===== src/rtl/mix_rom_arbiter_pkg.sv =====
// Shared constants and types for the mix multiplier ROM arbiter.
package mix_arb_pkg;
  localparam int MIX_ROM_ADDR_W = 6;
  localparam int MIX_ROM_DATA_W = 9;
  localparam int MIX_MAX_REQ    = 4;
  localparam int MIX_IDX_W      = $clog2(MIX_MAX_REQ);

  typedef logic [MIX_ROM_ADDR_W-1:0] mix_addr_t;
  typedef logic [MIX_ROM_DATA_W-1:0] mix_data_t;
  typedef logic [MIX_IDX_W-1:0]      mix_idx_t;
endpackage


===== src/rtl/mix_rom_arbiter_if.sv =====
// Requester/ROM bus of the mix ROM arbiter; master = players + ROM, slave = arbiter.
interface mix_rom_arbiter_if #(
  parameter int NUM_REQ = 3,
  parameter int ADDR_W  = 6,
  parameter int DATA_W  = 9
);
  // Handshake: requester i holds req[i] and its addr_in slice stable until grant[i]
  // pulses; rvalid[i] follows grant[i] by one cycle, with rdata valid only then.
  logic [NUM_REQ-1:0]        req;
  logic [NUM_REQ*ADDR_W-1:0] addr_in;
  logic [NUM_REQ-1:0]        grant;
  logic [NUM_REQ-1:0]        rvalid;
  logic [DATA_W-1:0]         rdata;
  logic [ADDR_W-1:0]         rom_addr;
  logic [DATA_W-1:0]         rom_dout;

  modport master (output req, addr_in, rom_dout, input grant, rvalid, rdata, rom_addr);
  modport slave  (input req, addr_in, rom_dout, output grant, rvalid, rdata, rom_addr);
endinterface


===== src/rtl/mix_rom_arbiter_rr_pick.sv =====
// Combinational round-robin select: first set req bit searching cyclically from last+1.
module mix_rr_pick
  import mix_arb_pkg::*;
#(
  parameter int NUM_REQ = 3
) (
  input  logic [NUM_REQ-1:0] req_i,
  input  mix_idx_t           last_i,
  output mix_idx_t           winner_o,
  output logic               any_req_o
);
  int       sum;
  mix_idx_t idx;

  always_comb begin
    winner_o  = last_i;
    any_req_o = 1'b0;
    sum       = 0;
    idx       = '0;
    // Walk from the farthest candidate to the nearest so the nearest hit wins.
    for (int k = NUM_REQ; k >= 1; k--) begin
      sum = int'(last_i) + k;
      if (sum >= NUM_REQ) sum = sum - NUM_REQ;
      idx = mix_idx_t'(sum);
      if (req_i[idx]) begin
        winner_o  = idx;
        any_req_o = 1'b1;
      end
    end
  end
endmodule


===== src/rtl/mix_rom_arbiter.sv =====
// Round-robin arbiter sharing one synchronous mix ROM; optional MIX_ARB_GRANT_CNT_EN adds grant counters.
module mix_rom_arbiter
  import mix_arb_pkg::*;
#(
  parameter int NUM_REQ = 3,
  parameter int ADDR_W  = MIX_ROM_ADDR_W,
  parameter int DATA_W  = MIX_ROM_DATA_W
) (
  input  logic                    clk,
  input  logic                    reset,
  mix_rom_arbiter_if.slave        bus,
  output mix_idx_t                dbg_last_o
`ifdef MIX_ARB_GRANT_CNT_EN
  ,
  output logic [NUM_REQ*16-1:0]   grant_cnt
`endif
);
  logic [NUM_REQ-1:0] grant_q, grant_d;
  logic [NUM_REQ-1:0] rvalid_q, rvalid_d;
  logic [ADDR_W-1:0]  rom_addr_q, rom_addr_d;
  mix_idx_t           last_q, last_d;
  mix_idx_t           winner;
  logic               any_req;

  mix_rr_pick #(.NUM_REQ(NUM_REQ)) u_pick (
    .req_i     (bus.req),
    .last_i    (last_q),
    .winner_o  (winner),
    .any_req_o (any_req)
  );

  always_comb begin
    grant_d    = '0;
    rom_addr_d = rom_addr_q;
    last_d     = last_q;
    rvalid_d   = grant_q;
    if (any_req) begin
      grant_d[winner] = 1'b1;
      rom_addr_d      = bus.addr_in[winner*ADDR_W +: ADDR_W];
      last_d          = winner;
    end
  end

  always_ff @(posedge clk) begin
    if (reset) begin
      grant_q    <= '0;
      rvalid_q   <= '0;
      rom_addr_q <= '0;
      last_q     <= mix_idx_t'(NUM_REQ - 1);
    end else begin
      grant_q    <= grant_d;
      rvalid_q   <= rvalid_d;
      rom_addr_q <= rom_addr_d;
      last_q     <= last_d;
    end
  end

  assign bus.grant    = grant_q;
  assign bus.rvalid   = rvalid_q;
  assign bus.rom_addr = rom_addr_q;
  // The ROM output register already lines up with rvalid, so data is a pass-through.
  assign bus.rdata    = bus.rom_dout;
  assign dbg_last_o   = last_q;

`ifdef MIX_ARB_GRANT_CNT_EN
  logic [15:0] cnt_q [NUM_REQ];

  always_ff @(posedge clk) begin
    for (int i = 0; i < NUM_REQ; i++) begin
      if (reset) begin
        cnt_q[i] <= '0;
      end else if (grant_d[i] && (cnt_q[i] != 16'hFFFF)) begin
        cnt_q[i] <= cnt_q[i] + 16'd1;
      end
    end
  end

  for (genvar g = 0; g < NUM_REQ; g++) begin : g_cnt
    assign grant_cnt[g*16 +: 16] = cnt_q[g];
  end
`endif
endmodule


===== src/flat_wrapper.sv =====
// flat-port wrapper written by rule: the top's interface ports become plain ports
module mix_rom_arbiter_flat import mix_arb_pkg::*;
#(
  parameter int NUM_REQ = 3,
  parameter int ADDR_W  = MIX_ROM_ADDR_W,
  parameter int DATA_W  = MIX_ROM_DATA_W
)
  (clk, reset, dbg_last_o, bus_req, bus_addr_in, bus_rom_dout, bus_grant, bus_rvalid, bus_rdata, bus_rom_addr);
  mix_rom_arbiter_if #(.NUM_REQ(NUM_REQ), .ADDR_W(ADDR_W), .DATA_W(DATA_W)) bus_i ();
  input  logic clk;
  input  logic reset;
  output mix_idx_t dbg_last_o;
  input wire logic [$bits(bus_i.req)-1:0] bus_req;
  input wire logic [$bits(bus_i.addr_in)-1:0] bus_addr_in;
  input wire logic [$bits(bus_i.rom_dout)-1:0] bus_rom_dout;
  output wire logic [$bits(bus_i.grant)-1:0] bus_grant;
  output wire logic [$bits(bus_i.rvalid)-1:0] bus_rvalid;
  output wire logic [$bits(bus_i.rdata)-1:0] bus_rdata;
  output wire logic [$bits(bus_i.rom_addr)-1:0] bus_rom_addr;
  assign bus_i.req = bus_req;
  assign bus_i.addr_in = bus_addr_in;
  assign bus_i.rom_dout = bus_rom_dout;
  assign bus_grant = bus_i.grant;
  assign bus_rvalid = bus_i.rvalid;
  assign bus_rdata = bus_i.rdata;
  assign bus_rom_addr = bus_i.rom_addr;
  mix_rom_arbiter #(.NUM_REQ(NUM_REQ), .ADDR_W(ADDR_W), .DATA_W(DATA_W)) u_core (.clk(clk), .reset(reset), .bus(bus_i), .dbg_last_o(dbg_last_o));
endmodule

===== config.mk =====
export PLATFORM = sky130hd
export DESIGN_NAME = mix_rom_arbiter_flat
export DESIGN_NICKNAME = d
export VERILOG_FILES = /design/src/rtl/mix_rom_arbiter_pkg.sv /design/src/rtl/mix_rom_arbiter_if.sv /design/src/rtl/mix_rom_arbiter_rr_pick.sv /design/src/rtl/mix_rom_arbiter.sv /design/src/flat_wrapper.sv
export SDC_FILE = /design/constraint.sdc
export NUM_CORES = 1
export LEC_CHECK = 0
export ABC_AREA = 1
export CORE_MARGIN = 2
export CORE_UTILIZATION = 39
export CTS_CLUSTER_SIZE = 30
export DETAILED_ROUTE_END_ITERATION = 16
export PLACE_DENSITY = 0.8
export RECOVER_POWER = 50
export SYNTH_ARGS = -nofsm -noshare
export SYNTH_HDL_FRONTEND = slang
export SYNTH_SLANG_ARGS = --single-unit

===== constraint.sdc =====
create_clock -name clk -period 2.2 [get_ports clk]
set_input_delay 0.22 -clock clk [delete_from_list [all_inputs] [get_ports clk]]
set_output_delay 0.22 -clock clk [all_outputs]
set_load 0.03 [all_outputs]

==> impl_metrics.py, run 1 <==
metrics = {
    "synth": {
        "synth_commonest_cells": "nand2_1, nand3_1, nor2_1",
        "yosysTopAreaCellShare_pct": 26.5,
        "ys_ff_latch": 14,
        "yosysWarnings": 0,
        "synth_top_cell_by_area": "dfxtp_1",
        "synth_edf_count": 0,
        "yosys.area_share.adder_pct": 3.55,
        "synth_cell_types": 18,
        "synth_most_common_cell": "nand2_1",
        "postSynthCellCount": 161,
        "seq_area_frac_synth_pct": 26.5,
        "synth_area_leaders": "dfxtp_1, nand2_1, nand3_1, buf_4, nor2_1",
        "synth_top_family_by_area": "simple AND/OR/NAND/NOR gates",
        "postSynthAreaPerCell_um2": 6.56,
        "synth_ff_type": "dfxtp_1",
        "async_flop_share_pct": 0,
        "synth_compound_area_share_pct": 11.8,
        "synth.net_count": 196,
        "netlist_area_um2": 1060,
        "synth_mux_area_share_pct": 0,
        "synth_simple_gate_area_share_pct": 40.5,
        "synthXorXnorAreaFrac_pct": 0,
    },
    "pwr": {
        "switchingPower_mw": 1.40,
        "power_leakage_nw": 0.710,
        "clkPwrFrac_pct": 7.3,
        "p_per_area_nw_per_um2": 1760,
        "combPwrFrac_pct": 77.4,
        "ir_drop_mv": 0.907,
        "p_int_mw": 1.14,
        "swShare_pct": 55.3,
        "sequentialPowerShare_pct": 15.3,
    },
    "grt": {
        "grt_pass1_vias": 1012,
        "grt_overflow": 0,
        "gr-usage-met1_pct": 20.1,
        "grt_pass1_wl_um": 4310,
        "grtUsageMet2_pct": 27.4,
        "use_met3_pct": 6.05,
        "grt.busiest_layer": "met2",
        "antenna_found_initial": 0,
        "grt_max_degree": 14,
        "grt_use_total_pct": 17.2,
    },
    "die": {
        "die_w_um": 56.0,
        "rows": 18,
        "start_util_pct": 41.9,
        "die_area_um2": 3140,
        "io_pins": 55,
        "core_um2": 2520,
        "die_y_um": 56.0,
    },
    "sta": {
        "skew_ns": 0.00216,
        "maxSlewHeadroom_pct": 64.6,
        "drv_slew": 0,
        "fmax_ghz": 0.488,
        "finalHoldViolCount": 0,
        "setup_viol": 0,
        "min_period_ns": 2.05,
        "finalCritPeriodShare_pct": 93.1,
        "tns_ns": 0,
        "worst_pin_slew_ns": 0.529,
    },
    "route": {
        "vias_per_cell": 5.02,
        "wl_um": 2640,
        "drcViolationCount": 0,
        "drt_pass1_iterations": 4,
        "ant_nets": 0,
        "wire_per_inst_um": 12.0,
        "vias": 1105,
        "first_iter_violations": 25,
    },
    "place": {
        "post-dp-hpwl_um": 1860,
        "gp_congestion": 0.875,
        "io_buffers": 36,
    },
    "cts": {
        "numCtsBuffers": 3,
        "cts_max_level": 1,
        "path_clk_slew_ns": 0.08,
        "cts_tree": "done",
        "cts_root_buf": "clkbuf_4",
        "clock_latency_ns": 0.29,
        "clock_path_buffers": 2,
        "cts.hold.buffers_added": 0,
        "cts.sinks": 14,
    },
    "critical_path": {
        "r2r_slack_ns": 0.15,
        "cp_data_required_time_ns": 2.38,
        "cp_max_fo": 13,
        "r2r_cells": 15,
        "cp-end-kind": "register",
        "critPathLaunchType": "register",
        "cp-startpoint": "u_core.dbg_last_o[0]",
        "reg2reg_from": "u_core.dbg_last_o[0]",
        "worstPathArrival_ns": 2.23,
        "timing.setup.critical_path_class": "register to register",
    },
    "flow_run": {
        "drv_cap": 0,
    },
    "outcome": {
        "outcome": "finished, final reports clean",
    },
    "hold_path": {
        "hold_depth": 2,
        "hold_path_class": "register to register",
        "hold_start": "u_core.bus.grant[0]",
    },
    "finish": {
        "syn_to_final_growth_pct": 36.8,
        "utilization_pct": 57.3,
        "antenna_cells": 0,
        "drive_above_1_share_pct": 16.8,
        "n_fill_cell": 257,
        "fin_nets": 226,
    },
}
worst paths after layout:
kind	end
max	u_core.bus.rom_addr[2]
min	u_core.bus.rvalid[0]
max reg2reg	u_core.bus.rom_addr[2]
min reg2reg	u_core.bus.rvalid[0]
cell type report:
cell class	instances	area [um2]	area share (%)
clock buffer	4	36.3	2.51
inverter	18	73.8	5.11
multi-input combinational	115	631	43.6
sequential	14	284	19.7
tap	30	37.5	2.60
timing repair buffer	39	383	26.5
metal layers:
layer	up-vias	wire length (um)
met2	35	1300
met4	0	84
met5	-	0
met3	9	184
met1	508	1070
li1	553	-
power by group through the flow:
stage	Combinational (mW)	Sequential, mW	Clock, mW
after floorplan	1.41	0.531	0
after global placement	1.73	0.386	0
after detailed placement	1.80	0.390	0
after CTS	1.81	0.385	0.193
after global routing	2.19	0.401	0.204
final	1.97	0.389	0.185
cell families (layout without fill, tap and decap cells):
family,count (synthesis),in the layout
AO/OA/AOI/OAI,19,19
adder cells (fa/ha/maj),3,3
AND/OR/NAND/NOR,93,93
flip-flops,14,14
buffers and inverters,32,61
cells in the final DEF (no fill, tap or decap):
master / synthesis / routed
a21oi_2: 4 / 4
clkbuf_8: 0 / 1
nor2_1: 19 / 19
inv_2: 2 / 1
dfxtp_4: 0 / 1
dlygate4sd3_1: 0 / 7
o21ai_0: 6 / 6
clkinvlp_4: 0 / 1
a21boi_1: 6 / 6
ha_4: 0 / 1
nand2_4: 0 / 3
nand2_1: 41 / 40
inv_1: 16 / 15
clkdlybuf4s50_1: 0 / 29
ha_1: 3 / 2
buf_4: 10 / 3
nand2_2: 8 / 6
clkbuf_4: 0 / 3
a21oi_1: 3 / 3
nor3b_2: 1 / 1
dfxtp_1: 14 / 13
nand3_2: 4 / 6
inv_4: 0 / 1
nand3_1: 20 / 18
worst max-delay path: stages, from the launching register on:
cell and delay [ns]:
dfxtp_4 0.39, clkinvlp_4 0.15, ha_4 0.35, nand2_1 0.08
nand2_1 0.10, nand2_2 0.06, nand2_1 0.08, nand2_1 0.07
nand2_1 0.07, nand2_1 0.05, nand2_1 0.10, nand2_4 0.13
nand3_1 0.10, nand2_1 0.07, nor2_1 0.09, nor2_1 0.05
state kept, by name (all words and copies together), names as in the netlist:
register / flops
u_core.bus.rvalid: 3
u_core.bus.grant: 3
u_core.bus.rom_addr: 6
u_core.dbg_last_o: 2
timing repair:
action                     CTS  global route
setup buffers                0             3
gates cloned                 0             0
pin swaps                    0             2
resized for setup            1            10
setup endpoints to repair    3            10
metrics by stage:
| stage | area (um2) | worst slack [ns] | hold slack (ns) | power, mW | std cells |
|---|---|---|---|---|---|
| 3_3_place_gp | 1340 | 0.147 | 0.408 | 2.12 | 213 |
| 6_report | 1450 | 0.152 | 0.418 | 2.54 | 220 |
| 3_5_place_dp | 1340 | 0.0124 | 0.413 | 2.19 | 213 |
| 5_1_grt | 1450 | -0.0329 | 0.433 | 2.80 | 220 |
| 4_1_cts | 1380 | 0.0608 | 0.425 | 2.39 | 217 |
| 2_1_floorplan | 1060 | 0.116 | 0.285 | 1.94 | 161 |
No activity file was read; power rests on OpenSTA's default activity.
==> run 2, diff against run 1 <==
--- a/config.mk
+++ b/config.mk
@@ -6,6 +6,7 @@
 export NUM_CORES = 1
 export LEC_CHECK = 0
 export ABC_AREA = 1
+export ABC_CLOCK_PERIOD_IN_PS = 2200
 export CORE_MARGIN = 2
 export CORE_UTILIZATION = 39
 export CTS_CLUSTER_SIZE = 30
==> results of run 2 <==
Final layout, timing and power as in run 1 (identical DEF).
==> run 3, diff against run 2 <==
--- a/config.mk
+++ b/config.mk
@@ -12,7 +12,7 @@
 export CTS_CLUSTER_SIZE = 30
 export DETAILED_ROUTE_END_ITERATION = 16
 export PLACE_DENSITY = 0.8
-export RECOVER_POWER = 50
+export RECOVER_POWER = 100
 export SYNTH_ARGS = -nofsm -noshare
 export SYNTH_HDL_FRONTEND = slang
 export SYNTH_SLANG_ARGS = --single-unit
==> run 3 against run 2 <==
  * Power is 0.78% lower
  * First-iteration DRC count stayed put
  * Setup slack better by 0.0022 ns
  * Final area stayed put
  * Clock-buffer cell count stayed put
  * Clock power hardly changed
  * Sequential share of layout area stayed put
  * Critical path type unchanged
==> impl_metrics.py, run 3 (same netlist as run 1, synthesis figures left out) <==
metrics = {
    "outcome": {
        "outcome": "finished, final reports clean",
    },
    "critical_path": {
        "critPathSlowestCell": "dfxtp_4",
        "timing.setup.critical_path_class": "register to register",
        "path_delay_family": "simple AND/OR/NAND/NOR gates",
        "worstPathArrival_ns": 2.23,
        "cp-end-kind": "register",
        "cp_num_buf_inv": 1,
        "worstPathCellList": "clkinvlp_4, ha_4, nand2_1, nand2_1, nand2_2, nand2_1, nand2_1, nand2_1, nand2_1, nand2_1, nand2_4, nand3_1, nand2_1, nor2_1, nor2_1",
        "cp_max_fo": 13,
        "critPathLaunchType": "register",
        "path_common_cell": "nand2_1",
        "slowest_delay_ns": 0.39,
        "cp_data_required_time_ns": 2.38,
    },
    "cts": {
        "cts.hold.buffers_added": 0,
        "clock_path_buffers": 2,
        "cts_tree": "done",
        "cts.sinks": 14,
        "path_clk_slew_ns": 0.08,
        "numCtsBuffers": 3,
        "clock_latency_ns": 0.29,
        "cts_root_buf": "clkbuf_4",
        "cts_max_level": 1,
    },
    "route": {
        "drt_pass1_iterations": 4,
        "first_iter_violations": 25,
        "wire_per_inst_um": 12.0,
        "drcViolationCount": 0,
        "ant_nets": 0,
        "vias_per_cell": 5.02,
        "wl_um": 2630,
        "vias": 1105,
    },
    "sta": {
        "worst_pin_slew_ns": 0.529,
        "min_period_ns": 2.05,
        "drv_slew": 0,
        "finalHoldViolCount": 0,
        "fmax_ghz": 0.489,
        "whs_ns": 0.418,
        "finalCritPeriodShare_pct": 93.0,
        "setup_viol": 0,
        "maxSlewHeadroom_pct": 64.6,
        "skew_ns": 0.00206,
    },
    "grt": {
        "grt_overflow": 0,
        "grt_max_degree": 14,
        "grt_pass1_wl_um": 4310,
        "antenna_found_initial": 0,
        "grt_use_total_pct": 17.2,
        "grt_pass1_vias": 1012,
    },
    "pwr": {
        "power.total_mw": 2.52,
        "combPwrFrac_pct": 77.3,
        "clkPwrFrac_pct": 7.3,
        "ir_drop_mv": 0.906,
        "switchingPower_mw": 1.40,
        "p_per_area_nw_per_um2": 1740,
        "swShare_pct": 55.6,
        "sequentialPowerShare_pct": 15.4,
        "power_leakage_nw": 0.726,
        "p_int_mw": 1.12,
    },
    "finish": {
        "fin_nets": 226,
        "final_common_cell": "nand2_1",
        "syn_to_final_growth_pct": 36.8,
        "layout_common_cells": "nand2_1, clkdlybuf4s50_1, nor2_1",
        "largest_reg_flops": 6,
        "antenna_cells": 0,
        "drive_above_1_share_pct": 16.8,
    },
    "hold_path": {
        "hold_path_class": "register to register",
    },
    "flow_run": {
        "drv_cap": 0,
    },
    "die": {
        "start_util_pct": 41.9,
        "die_w_um": 56.0,
        "die_area_um2": 3140,
        "core_um2": 2520,
        "die_y_um": 56.0,
        "io_pins": 55,
        "rows": 18,
    },
    "place": {
        "gp_congestion": 0.875,
        "io_buffers": 36,
        "post-dp-hpwl_um": 1860,
    },
}
## run 3: final timing paths
kind	cells after the start	start	slack (ns)	endpoint
min	2	u_core.bus.grant[0]	0.42	u_core.bus.rvalid[0]
max reg2reg	15	u_core.dbg_last_o[0]	0.15	u_core.bus.rom_addr[2]
min reg2reg	2	u_core.bus.grant[0]	0.42	u_core.bus.rvalid[0]
max	15	u_core.dbg_last_o[0]	0.15	u_core.bus.rom_addr[2]
## run 3: final cells by class
type | count | area, um2
clock buffer | 4 | 36.3
fill | 257 | 1080
inverter | 18 | 73.8
multi-input combinational | 115 | 631
sequential | 14 | 284
tap | 30 | 37.5
timing repair buffer | 39 | 383
## run 3: routing by layer
layer  up-vias  routed length, um  global-route usage [%]
li1        553                  -                       -
met1       508               1060                    20.1
met2        35               1300                    27.4
met4         0                 84                    9.52
met5         -                  0                       0
met3         9                184                    6.05
## run 3: timing repair
item,in CTS,in global routing
endpoints found under the setup margin,3,10
resized for setup,1,10
buffers inserted,0,3
pin swaps,0,2
## run 3: stage by stage
step	std cells	TNS (ns)	setup WS (ns)	instance area (um2)	util [%]
final	220	0	0.154	1450	57.3
after floorplan	161	0	0.116	1060	-
after global placement	213	0	0.147	1340	53.0
after CTS	217	0	0.0608	1380	54.6
after detailed placement	213	0	0.0124	1340	53.0
after global routing	220	-0.0946	-0.0311	1450	57.3
## run 3: power by group through the flow
| stage | clock network, mW | registers (mW) | logic (mW) |
|---|---|---|---|
| finish | 0.185 | 0.387 | 1.95 |
| global placement | 0 | 0.386 | 1.73 |
| floorplan | 0 | 0.531 | 1.41 |
| global route | 0.204 | 0.399 | 2.18 |
| detailed placement | 0 | 0.390 | 1.80 |
| CTS | 0.193 | 0.385 | 1.81 |
## run 3: worst min-delay path, stage by stage (launching register included)
cell,delay (ns)
dfxtp_1,0.31
inv_1,0.04
nor2_1,0.03
